`src/rtl/func_call_accum.sv`:
```
// Multi-channel call engine: result = arg + INC, summed into per-channel accumulators;
// non-void results are queued in an in-order response FIFO. Option: FUNC_CALL_ACCUM_SAT_EN.
module func_call_accum #(
   parameter int unsigned      WIDTH    = 32,
   parameter int unsigned      CHANNELS = 4,
   parameter int unsigned      DEPTH    = 4,
   parameter logic [WIDTH-1:0] INC      = WIDTH'(1),
   parameter logic [WIDTH-1:0] ACC_INIT = WIDTH'(1),
   localparam int unsigned     CW       = (CHANNELS > 1) ? $clog2(CHANNELS) : 1
) (
   input  logic                clk,
   input  logic                rst,
   input  logic                req_valid,
   output logic                req_ready,
   input  logic [CW-1:0]       req_chan,
   input  logic [WIDTH-1:0]    req_arg,
   input  logic                req_void,
   output logic                rsp_valid,
   input  logic                rsp_ready,
   output logic [CW-1:0]       rsp_chan,
   output logic [WIDTH-1:0]    rsp_data,
   input  logic [CHANNELS-1:0] acc_clr,
   input  logic [CW-1:0]       acc_sel,
   output logic [WIDTH-1:0]    acc_out,
`ifdef FUNC_CALL_ACCUM_SAT_EN
   output logic [CHANNELS-1:0] acc_sat,
`endif
   output logic [15:0]         call_cnt,
   output logic [15:0]         void_cnt
);

   localparam int unsigned PW = $clog2(DEPTH);

   logic [WIDTH-1:0] acc_q [CHANNELS];
   logic [WIDTH-1:0] acc_d [CHANNELS];
   logic [CW-1:0]    mem_chan_q [DEPTH];
   logic [WIDTH-1:0] mem_data_q [DEPTH];
   logic [PW:0]      wr_ptr_q, wr_ptr_d, rd_ptr_q, rd_ptr_d;
   logic [15:0]      call_cnt_q, call_cnt_d, void_cnt_q, void_cnt_d;
   logic             fifo_full, fifo_empty, accept, chan_ok, push, pop;
   logic [WIDTH-1:0] v, base;
`ifdef FUNC_CALL_ACCUM_SAT_EN
   logic [CHANNELS-1:0] sat_q, sat_d;
   logic [WIDTH:0]      sum;
`endif

   assign fifo_empty = (wr_ptr_q == rd_ptr_q);
   assign fifo_full  = (wr_ptr_q[PW] != rd_ptr_q[PW]) && (wr_ptr_q[PW-1:0] == rd_ptr_q[PW-1:0]);
   // A same-cycle pop deliberately does not relieve a full FIFO.
   assign req_ready  = !rst && (req_void || !fifo_full);
   assign accept     = req_valid && req_ready;
   assign chan_ok    = 32'(req_chan) < CHANNELS;
   assign push       = accept && chan_ok && !req_void;
   assign pop        = !fifo_empty && rsp_ready;
   assign v          = req_arg + INC;

   // Clear is applied first so a same-cycle call accumulates onto ACC_INIT.
   always_comb begin
      base = '0;
`ifdef FUNC_CALL_ACCUM_SAT_EN
      sum   = '0;
      sat_d = sat_q;
`endif
      for (int unsigned c = 0; c < CHANNELS; c++) begin
         base     = acc_clr[c] ? ACC_INIT : acc_q[c];
         acc_d[c] = base;
`ifdef FUNC_CALL_ACCUM_SAT_EN
         if (acc_clr[c]) sat_d[c] = 1'b0;
         sum = {1'b0, base} + {1'b0, v};
         if (accept && chan_ok && (req_chan == CW'(c))) begin
            acc_d[c] = sum[WIDTH] ? '1 : sum[WIDTH-1:0];
            if (sum[WIDTH]) sat_d[c] = 1'b1;
         end
`else
         if (accept && chan_ok && (req_chan == CW'(c))) acc_d[c] = base + v;
`endif
      end
   end

   always_comb begin
      wr_ptr_d   = push ? wr_ptr_q + 1'b1 : wr_ptr_q;
      rd_ptr_d   = pop  ? rd_ptr_q + 1'b1 : rd_ptr_q;
      call_cnt_d = (accept && chan_ok) ? call_cnt_q + 16'd1 : call_cnt_q;
      void_cnt_d = (accept && chan_ok && req_void) ? void_cnt_q + 16'd1 : void_cnt_q;
   end

   always_ff @(posedge clk) begin
      if (rst) begin
         for (int unsigned c = 0; c < CHANNELS; c++) acc_q[c] <= ACC_INIT;
         wr_ptr_q   <= '0;
         rd_ptr_q   <= '0;
         call_cnt_q <= '0;
         void_cnt_q <= '0;
`ifdef FUNC_CALL_ACCUM_SAT_EN
         sat_q      <= '0;
`endif
      end else begin
         for (int unsigned c = 0; c < CHANNELS; c++) acc_q[c] <= acc_d[c];
         wr_ptr_q   <= wr_ptr_d;
         rd_ptr_q   <= rd_ptr_d;
         call_cnt_q <= call_cnt_d;
         void_cnt_q <= void_cnt_d;
`ifdef FUNC_CALL_ACCUM_SAT_EN
         sat_q      <= sat_d;
`endif
      end
   end

   always_ff @(posedge clk) begin
      if (push) begin
         mem_chan_q[wr_ptr_q[PW-1:0]] <= req_chan;
         mem_data_q[wr_ptr_q[PW-1:0]] <= v;
      end
   end

   assign rsp_valid = !fifo_empty;
   assign rsp_chan  = mem_chan_q[rd_ptr_q[PW-1:0]];
   assign rsp_data  = mem_data_q[rd_ptr_q[PW-1:0]];
   assign acc_out   = (32'(acc_sel) < CHANNELS) ? acc_q[acc_sel] : '0;
   assign call_cnt  = call_cnt_q;
   assign void_cnt  = void_cnt_q;
`ifdef FUNC_CALL_ACCUM_SAT_EN
   assign acc_sat   = sat_q;
`endif

endmodule
```
`config.mk`:
```
export PLATFORM = sky130hd
export DESIGN_NAME = func_call_accum
export DESIGN_NICKNAME = d
export VERILOG_FILES = /design/src/rtl/func_call_accum.sv
export SDC_FILE = /design/constraint.sdc
export NUM_CORES = 1
export LEC_CHECK = 0
export BUFFER_PORTS_ARGS = -buffer_cell sky130_fd_sc_hd__buf_2
export CAP_MARGIN = 10
export CORE_AREA = 3 3 264 266
export DETAILED_ROUTE_END_ITERATION = 8
export DIE_AREA = 0 0 267 269
export GPL_TIMING_DRIVEN = 0
export SYNTH_ARGS = -nofsm -noshare
export SYNTH_HDL_FRONTEND = slang
export SYNTH_SLANG_ARGS = --single-unit
```
`constraint.sdc`:
```
create_clock -name clk -period 5.7 [get_ports clk]
set_input_delay 1.14 -clock clk [delete_from_list [all_inputs] [get_ports clk]]
set_output_delay 1.14 -clock clk [all_outputs]
set_load 0.1 [all_outputs]
```
[Yosys cells after proc, flatten, opt, wreduce, memory -nomap -nowiden]
Memory sizes are Yosys's and may differ from the RTL's. A register that Yosys moved wholly into a read port is not among the register bits.
Index checks and enable logic that the tools add are counted.
Storage, ports and cells
  output and inout port bits: 100
  latch bits: 0
  word-level logic and storage cells: 63
  register bits after elaboration: 38
  bits in writable memories: 264
  input bits: 45
  memories: 3
  memory bits (read-only): 0
Operators by class
  reductions and logical operators: 16
  add/subtract/negate cells: 9
  multiplexer cells: 21
  shift-type cells: 0
  eq/ne operators: 6
  order comparisons: 0
  div/mod/pow operators: 0
  multiply operators: 0
  bitwise operators: 4
Memory list
  acc_q: depth 4, width 32, read ports 5, clocked after Yosys merged registers in 0, wr ports 4, line 34  | logic [WIDTH-1:0] acc_q [CHANNELS];
  mem_data_q: depth 4, width 32, read ports 1, clocked after Yosys merged registers in 1, wr ports 1, line 37  | logic [WIDTH-1:0] mem_data_q [DEPTH];
  mem_chan_q: depth 4, width 2, read ports 1, clocked after Yosys merged registers in 1, wr ports 1, line 36  | logic [CW-1:0] mem_chan_q [DEPTH];
Operators with widths (count)
  $mux W32: 12
  $add A32 B32 Y32: 4
  $add A16 B1 Y16 const B: 2
  $add A32 B1 Y32 const B: 1
  $logic_and A1 B1 Y1: 10
  $mux W2: 4
  $add A3 B1 Y3 const B: 2
  $mux W1: 5
  $eq A2 B2 Y1 const B: 2
  $logic_not A1 Y1: 4
  $or A1 B1 Y1: 4
  $eq A3 B3 Y1: 1
  $eq A2 B1 Y1 const B: 1
  $eq A2 B2 Y1: 1
  $logic_not A2 Y1: 1
  $logic_or A1 B1 Y1: 1
  $ne A1 B1 Y1: 1

[Longest topological paths before layout]
Gate-level depths: netlist of run 1.
  depth after elaboration: 9
  depth in mapped cells: 20

[Least setup slack after synthesis of run 1]
OpenSTA, ideal clock, no wires.
  kind: input -> register
  from: input port req_arg[0]
  to: memory acc_q[0][31]
  cell stages on the path: 20
  data required time: 5.569 ns
  arrival: 5.293 ns
  path buffers: 1
  setup slack: 0.277 ns
  path through: ha_1 -> nand3_1 -> buf_2 -> nor4b_1 -> xnor2_1 -> inv_1 -> ha_1 -> a21o_1 -> a21oi_1 -> nor2_1 -> o31ai_1 -> o31ai_1 -> o2111a_1 -> a31o_4 -> a221oi_2 -> o21ai_1 -> a221oi_2 -> xnor2_1 -> a21o_1 -> a21oi_2
RTL lines
  start, declared: line 16  | input logic [WIDTH-1:0] req_arg,
  end, declared: line 34

==> run metrics, run 1 <==
DRC violations left 0; grt ovf 0; nets@finish 2427; final cell count without fillers 3168; Area contributors post-synth edfxtp_1, dfxtp_1, mux4_2; clk_lat worst skew 0.56 ns; Row Count 95; Port Buffers 140; DRT iter0 DRCs 1241; Multi-input gate area 12400 um^2; leakage power 8.75 nW; FF+latch count, synth 304; die area 71800 um^2; Placer Congestion 0.938; Post-synth EDFFs 136; vias in the first global route 17600; Setup Crit Path Kind input pin to flip-flop; number of buffers created by CTS 36; Setup Skew 0.0237 ns; # fillers 6826; Synth cell types 89; clk buf depth 3; final WL 70.1 mm; GRT Overall Usage 19.2%; Synth async-reset ratio 0%; Pwr per Cell Area 240 nW/um^2; CTS Sinks 304; vias per cell 5.44; pin count of the biggest net entering global routing 23; initial antenna violation count 2; maximum vdd ir drop 0.160 mV; Post-synth top cells a21oi_1, dfxtp_1, xnor2_1; Final Hold Viols 0; Slew Limit Headroom 18.4%; fraction of layout cells with a size suffix above 1 15.6%; die width 267 um; Hold Path Stages 2; Seq. cell area 7450 um^2; register area share after synthesis 37.0%; fin crit share 98.4%; crit path max fanout 10; Clock Tree Root clkbuf_16; DP Wirelength 54.7 mm; Max-cap violations 0; CTS tree done; setup violators final 0; FF-to-FF path depth 16; Placed Cells 3094; Worst-path clk slew 0.06 ns; syn nets 2238; DRT antenna net count 0; status finished clean; Synth top area share 20.3%; crit path capture type flip-flop; post-layout minimum cycle time 5.61 ns; CORE AREA 67300 um^2; TritonRoute pass-1 iters 6; Area growth syn-to-layout 16.9%; Worst Hold Class flip-flop to flip-flop; Syn Inst Count 2077; Startpoint Class input pin; top-count cell post-synth a21oi_1; H-Tree Depth 2; max-slew violations 0; CP arrival 6.09 ns; CP required 6.18 ns; Wirelength per Cell 22.1 um; Least-Margin Pin Slew 1.22 ns; global-route wire length before repair 104 mm; initial core utilization 29.9%; die height 269 um; Main synth FF type dfxtp_1; Synth area leader edfxtp_1; hold_ws 0.498 ns; I/O pin cnt 145; RSZ-0062 raised after global routing yes; via count 17200; mapped cell area 20100 um^2; fmax 178 MHz; Post-Syn Area per Cell 9.69 um^2; YS warnings 0
through the flow:
step | setup WS [ns] | instance area [um^2] | TNS, ns | utilization [%] | power [W]
after floorplan | 0.277 | 20100 | 0 | - | 0.00308
after global placement | -1.97 | 21900 | -78.08 | 32.6 | 0.00332
after detailed placement | -1.92 | 22000 | -81.89 | 32.7 | 0.00334
after CTS | 0.0236 | 23400 | 0 | 34.7 | 0.00568
after global routing | -0.0385 | 23500 | -0.0385 | 35.0 | 0.00583
final | 0.0935 | 23500 | 0 | 35.0 | 0.00564
per-layer routing:
metal / track usage (%) / routed length, um / share of wire (%) / vias to the layer above
li1: - / - / - / 8075
met1: 23.9 / 29000 / 41 / 8412
met2: 33.1 / 34000 / 49 / 618
met3: 2.97 / 4380 / 6.3 / 138
met4: 8.18 / 2700 / 3.8 / 2
met5: 0 / 9 / 0.013 / -
worst max-delay path, cell delays in order:
cell and delay, ns:
buf_2 0.14, ha_1 0.20, nand3_1 0.23, buf_4 0.30, nor4_4 0.26, xnor2_4 0.26, clkinvlp_4 0.25, ha_1 0.23
clkbuf_1 0.21, or4_1 0.55, o2111ai_1 0.12, a211oi_1 0.16, o2111a_1 0.35, a31o_4 0.29, a221oi_2 0.34, o21ai_1 0.14
a221oi_2 0.38, xnor2_1 0.17, a21o_1 0.23, a21oi_2 0.13
power by group:
part / internal (W) / total, W / switching [W]
registers: 0.00231 / 0.00233 / 0.0000183
clock network: 0.00137 / 0.00232 / 0.000950
logic: 0.000281 / 0.000989 / 0.000708
cell type report:
cell class | count | share of cell area, %
antenna | 1 | 0.0106
buffer | 84 | 1.44
clock buffer | 52 | 4.30
clock inverter | 14 | 0.649
inverter | 53 | 0.909
multi-input combinational | 1629 | 52.6
sequential | 304 | 31.6
tap | 873 | 4.64
timing repair buffer | 158 | 3.76
repair_timing:
action	4_1_cts	5_1_grt
buffers inserted	6	7
resized for setup	35	22
endpoints found under the setup margin	64	21
hold buffers	0	0
pin swaps	3	4
gates cloned	0	0
cell usage in the layout (no fill, tap or decap), types with 49 or more instances in the layout:
cell type    n
nor2_1     147
nand3_1     54
edfxtp_1   136
nand2_1    125
dfxtp_1    168
ha_1       112
mux4_2      66
a21oi_1    177
buf_2      148
xor2_1      49
o21ai_0    128
or3_1       81
xnor2_1    160
clkbuf_1    73
nor2b_1    126
path summary, 6_finish.rpt:
check	slack (ns)	startpoint	endpoint
worst max-delay path	0.09	req_arg[0]	acc_q[0][31]$_SDFF_PP0_
worst min-delay path	0.50	acc_q[1][26]$_SDFF_PP0_	acc_q[1][26]$_SDFF_PP0_
worst max register to register	0.85	acc_q[0][0]$_SDFF_PP1_	acc_q[0][26]$_SDFF_PP0_
worst min register to register	0.50	acc_q[1][26]$_SDFF_PP0_	acc_q[1][26]$_SDFF_PP0_
state kept, by name (all words and copies together) (netlist names), named ones only:
| signal | flops |
|---|---|
| mem_data_q | 128 |
| rd_ptr_q | 3 |
| acc_q | 128 |
| wr_ptr_q | 3 |
| call_cnt | 16 |
| mem_chan_q | 8 |
| void_cnt | 16 |
logic make-up (layout without fill, tap and decap cells):
kind of cell,count (synthesis),in the layout,synth area share (%)
muxes,75,75,7.84
xor gates and xnor gates,229,229,10.7
DFF,304,304,37.0
AOI/OAI and AO/OA,525,525,16.3
and+or+nand+nor,674,674,17.6
adders and majority gates,126,126,7.85
other,0,1,0
buffers and inverters,144,361,2.73
Power figures use the tool's default switching activity.
==> run 2, diff against run 1 <==
--- a/config.mk
+++ b/config.mk
@@ -8,9 +8,11 @@
 export BUFFER_PORTS_ARGS = -buffer_cell sky130_fd_sc_hd__buf_2
 export CAP_MARGIN = 10
 export CORE_AREA = 3 3 264 266
+export CTS_BUF_LIST = sky130_fd_sc_hd__clkbuf_8
 export DETAILED_ROUTE_END_ITERATION = 8
 export DIE_AREA = 0 0 267 269
 export GPL_TIMING_DRIVEN = 0
+export MAX_ROUTING_LAYER = met4
 export SYNTH_ARGS = -nofsm -noshare
 export SYNTH_HDL_FRONTEND = slang
 export SYNTH_SLANG_ARGS = --single-unit
==> constraint.sdc (replaced) <==
create_clock -name clk -period 7.29 [get_ports clk]
set_input_delay 1.458 -clock clk [delete_from_list [all_inputs] [get_ports clk]]
set_output_delay 1.458 -clock clk [all_outputs]
set_load 0.1 [all_outputs]
==> run 2 against run 1 <==
Net effect:
- sequential power fell by 22%
- core utilization shrank 0.51 points
- final cell count rose by 0.92%
- count of clock-buffer cells in the layout rose by 9
- critical endpoint is now acc_q[2][31]$_SDFF_PP0_
- clock skew increased by 0.0018 ns
- register-to-register slack improved by 1.5 ns
- final area is 1.5% lower
- power down 24%
- die area unchanged
- via count grew 1.2%
==> run metrics, run 2 (synthesized netlist as in run 1, its figures left out) <==
FF-to-FF path depth 16 (unchanged); Max-cap violations 0 (unchanged); clk_lat worst skew 0.65 ns (+0.09 ns); Clock Tree Root clkbuf_8; vias per cell 5.46 (+0.32%); initial core utilization 29.9% (unchanged); cts hold-fix bufs 0 (unchanged); Setup Crit Path Kind input pin to flip-flop; Multi-input gate area 12200 um^2 (-1.8%); fin crit share 96.9%; Clk network pwr share 39.9% (-1.3 points); Top Family by Delay on Critical Path compound AO/OA/AOI/OAI gates; worst path bufs/invs 5 (+1); crit path max fanout 10 (unchanged); Slew Limit Headroom 17.3% (-1.1 points); max-slew violations 0 (unchanged); global-route wire length before repair 105 mm (+0.60%); number of buffers created by CTS 54 (+50%); slowest cell delay on critical path 0.60 ns (+0.05 ns); Least-Margin Pin Slew 1.23 ns (+0.0169 ns); DRT iter0 DRCs 1213 (-2.3%); setup violators final 0 (unchanged); initial antenna violation count 2 (unchanged); GR Layer Usage met2 32.8% (-0.38 points); CTS Sinks 304 (unchanged); GRT Overall Usage 19.9% (+0.69 points); combinational group share of total power 17.7% (+0.2 points); CP arrival 7.57 ns (+1.48 ns); GR Util met1 24.7% (+0.82 points); Worst Hold Class flip-flop to flip-flop; die area 71800 um^2 (unchanged); maximum vdd ir drop 0.112 mV (-30%); Wirelength per Cell 22.2 um (+0.21%); P_int 0.00296 W (-25%); Area growth syn-to-layout 15.2%; switching share of power 31.0% (+1.3 points); Placer Congestion 0.943 (+0.58%); hold_ws 0.496 ns (-0.00245 ns); final WL 70.9 mm (+1.1%); crit path capture type flip-flop; DRT antenna net count 0 (unchanged); switching pwr 0.00133 W (-20%); DRC violations left 0 (unchanged); vias in the first global route 17300 (-1.7%); Post-CTS Setup Bufs 0 (-6); fmax 142 MHz; post-layout minimum cycle time 7.07 ns; pin count of the biggest net entering global routing 24 (+4.3%); I/O pin cnt 145 (unchanged); Port Buffers 140 (unchanged); fraction of layout cells with a size suffix above 1 14.9% (-0.79 points); leakage power 8.70 nW (-0.59%); CTS tree done; Row Count 95 (unchanged); Setup Skew 0.0255 ns (+0.00176 ns); setup TNS 0 ns (unchanged); RSZ-0062 raised after global routing no; status finished clean; H-Tree Depth 2 (unchanged); GR Util met3 3.19% (+0.22 points); CP required 7.80 ns (+1.62 ns); Seq. cell area 7450 um^2 (unchanged); CORE AREA 67300 um^2 (unchanged); busiest grt layer met2; # fillers 6832 (+0.088%); most frequent cells in the layout a21oi_1, dfxtp_1, xnor2_1; Worst-path clk slew 0.06 ns (about the same); Hold Path Stages 2 (unchanged); die width 267 um (unchanged); most common cell after layout, fill and taps aside a21oi_1; total power 0.00430 W (-24%); via count 17500 (+1.2%); grt ovf 0 (unchanged); clk buf depth 3 (unchanged); die height 269 um (unchanged); Seq pwr share 42.4% (+1.1 points); WP depth 20 (unchanged); Pwr per Cell Area 185 nW/um^2 (-23%); Startpoint Class input pin; cell with the largest stage delay on the worst path o31ai_2; Final Hold Viols 0 (unchanged); DP Wirelength 55.0 mm (+0.39%); Critical Path, Cell by Cell buf_2 > clkbuf_1 > clkbuf_1 > clkbuf_2 > clkbuf_2 > or2_2 > ha_1 > a211oi_1 > o21ai_0 > a311oi_1 > o31a_1 > o41ai_1 > a2bb2oi_1 > o31ai_2 > nand3_1 > a21oi_1 > a31oi_1 > xor2_1 > o211ai_1 > o31ai_1; TritonRoute pass-1 iters 7 (+1); nets@finish 2439 (+0.49%)
-- run 2: stage by stage --
step	worst slack [ns]	instances	instance area (um^2)	util, %
2_1_floorplan	1.55	2077	20100	-
3_3_place_gp	-0.748	3090	21900	32.6
3_5_place_dp	-0.769	3095	22000	32.7
4_1_cts	0.139	3195	23200	34.4
5_1_grt	0.0133	3197	23200	34.5
6_report	0.225	3197	23200	34.5
-- run 2: layer usage --
metal | vias up | wire, um
li1 | 8113 | -
met1 | 8580 | 30300
met2 | 602 | 33500
met3 | 163 | 4490
met4 | 0 | 2630
met5 | - | 0
-- run 2: final cells by class --
class,count,area share (%)
Antenna cell,2,0.0216
Buffer,91,1.53
Clock buffer,61,3.62
Clock inverter,39,1.30
Inverter,53,0.858
Multi-Input combinational cell,1629,52.4
Sequential cell,304,32.1
Tap cell,873,4.71
Timing Repair Buffer,145,3.42
-- run 2: power by group through the flow --
stage	registers (W)	clock network, W	logic, W
after floorplan	0.00186	0	0.000549
after CTS	0.00182	0.00176	0.000760
after detailed placement	0.00186	0	0.000757
after global placement	0.00186	0	0.000746
after global routing	0.00182	0.00183	0.000810
final	0.00182	0.00172	0.000760
-- run 2: timing repair --
action                                 in CTS  in global routing
pin swaps                                   0                  0
gates resized for setup                     1                  6
endpoints found under the hold margin       0                  0
setup endpoints to repair                   1                  3
-- run 2: worst paths after layout --
check,startpoint,end,slack (ns)
max,acc_clr[2],acc_q[2][31]$_SDFF_PP0_,0.22
min,call_cnt[1]$_SDFFE_PP0P_,call_cnt[1]$_SDFFE_PP0P_,0.50
max reg2reg,acc_q[0][0]$_SDFF_PP1_,acc_q[0][30]$_SDFF_PP0_,2.35
min reg2reg,call_cnt[1]$_SDFFE_PP0P_,call_cnt[1]$_SDFFE_PP0P_,0.50
-- run 2: worst reg2reg max path, delay by kind of cell, from the launching register on --
family	cells	cell delay, ns
simple gates	2	0.39
flops	1	0.33
xor+xnor	1	0.18
compound gates	9	2.45
fa+ha+maj	4	1.45
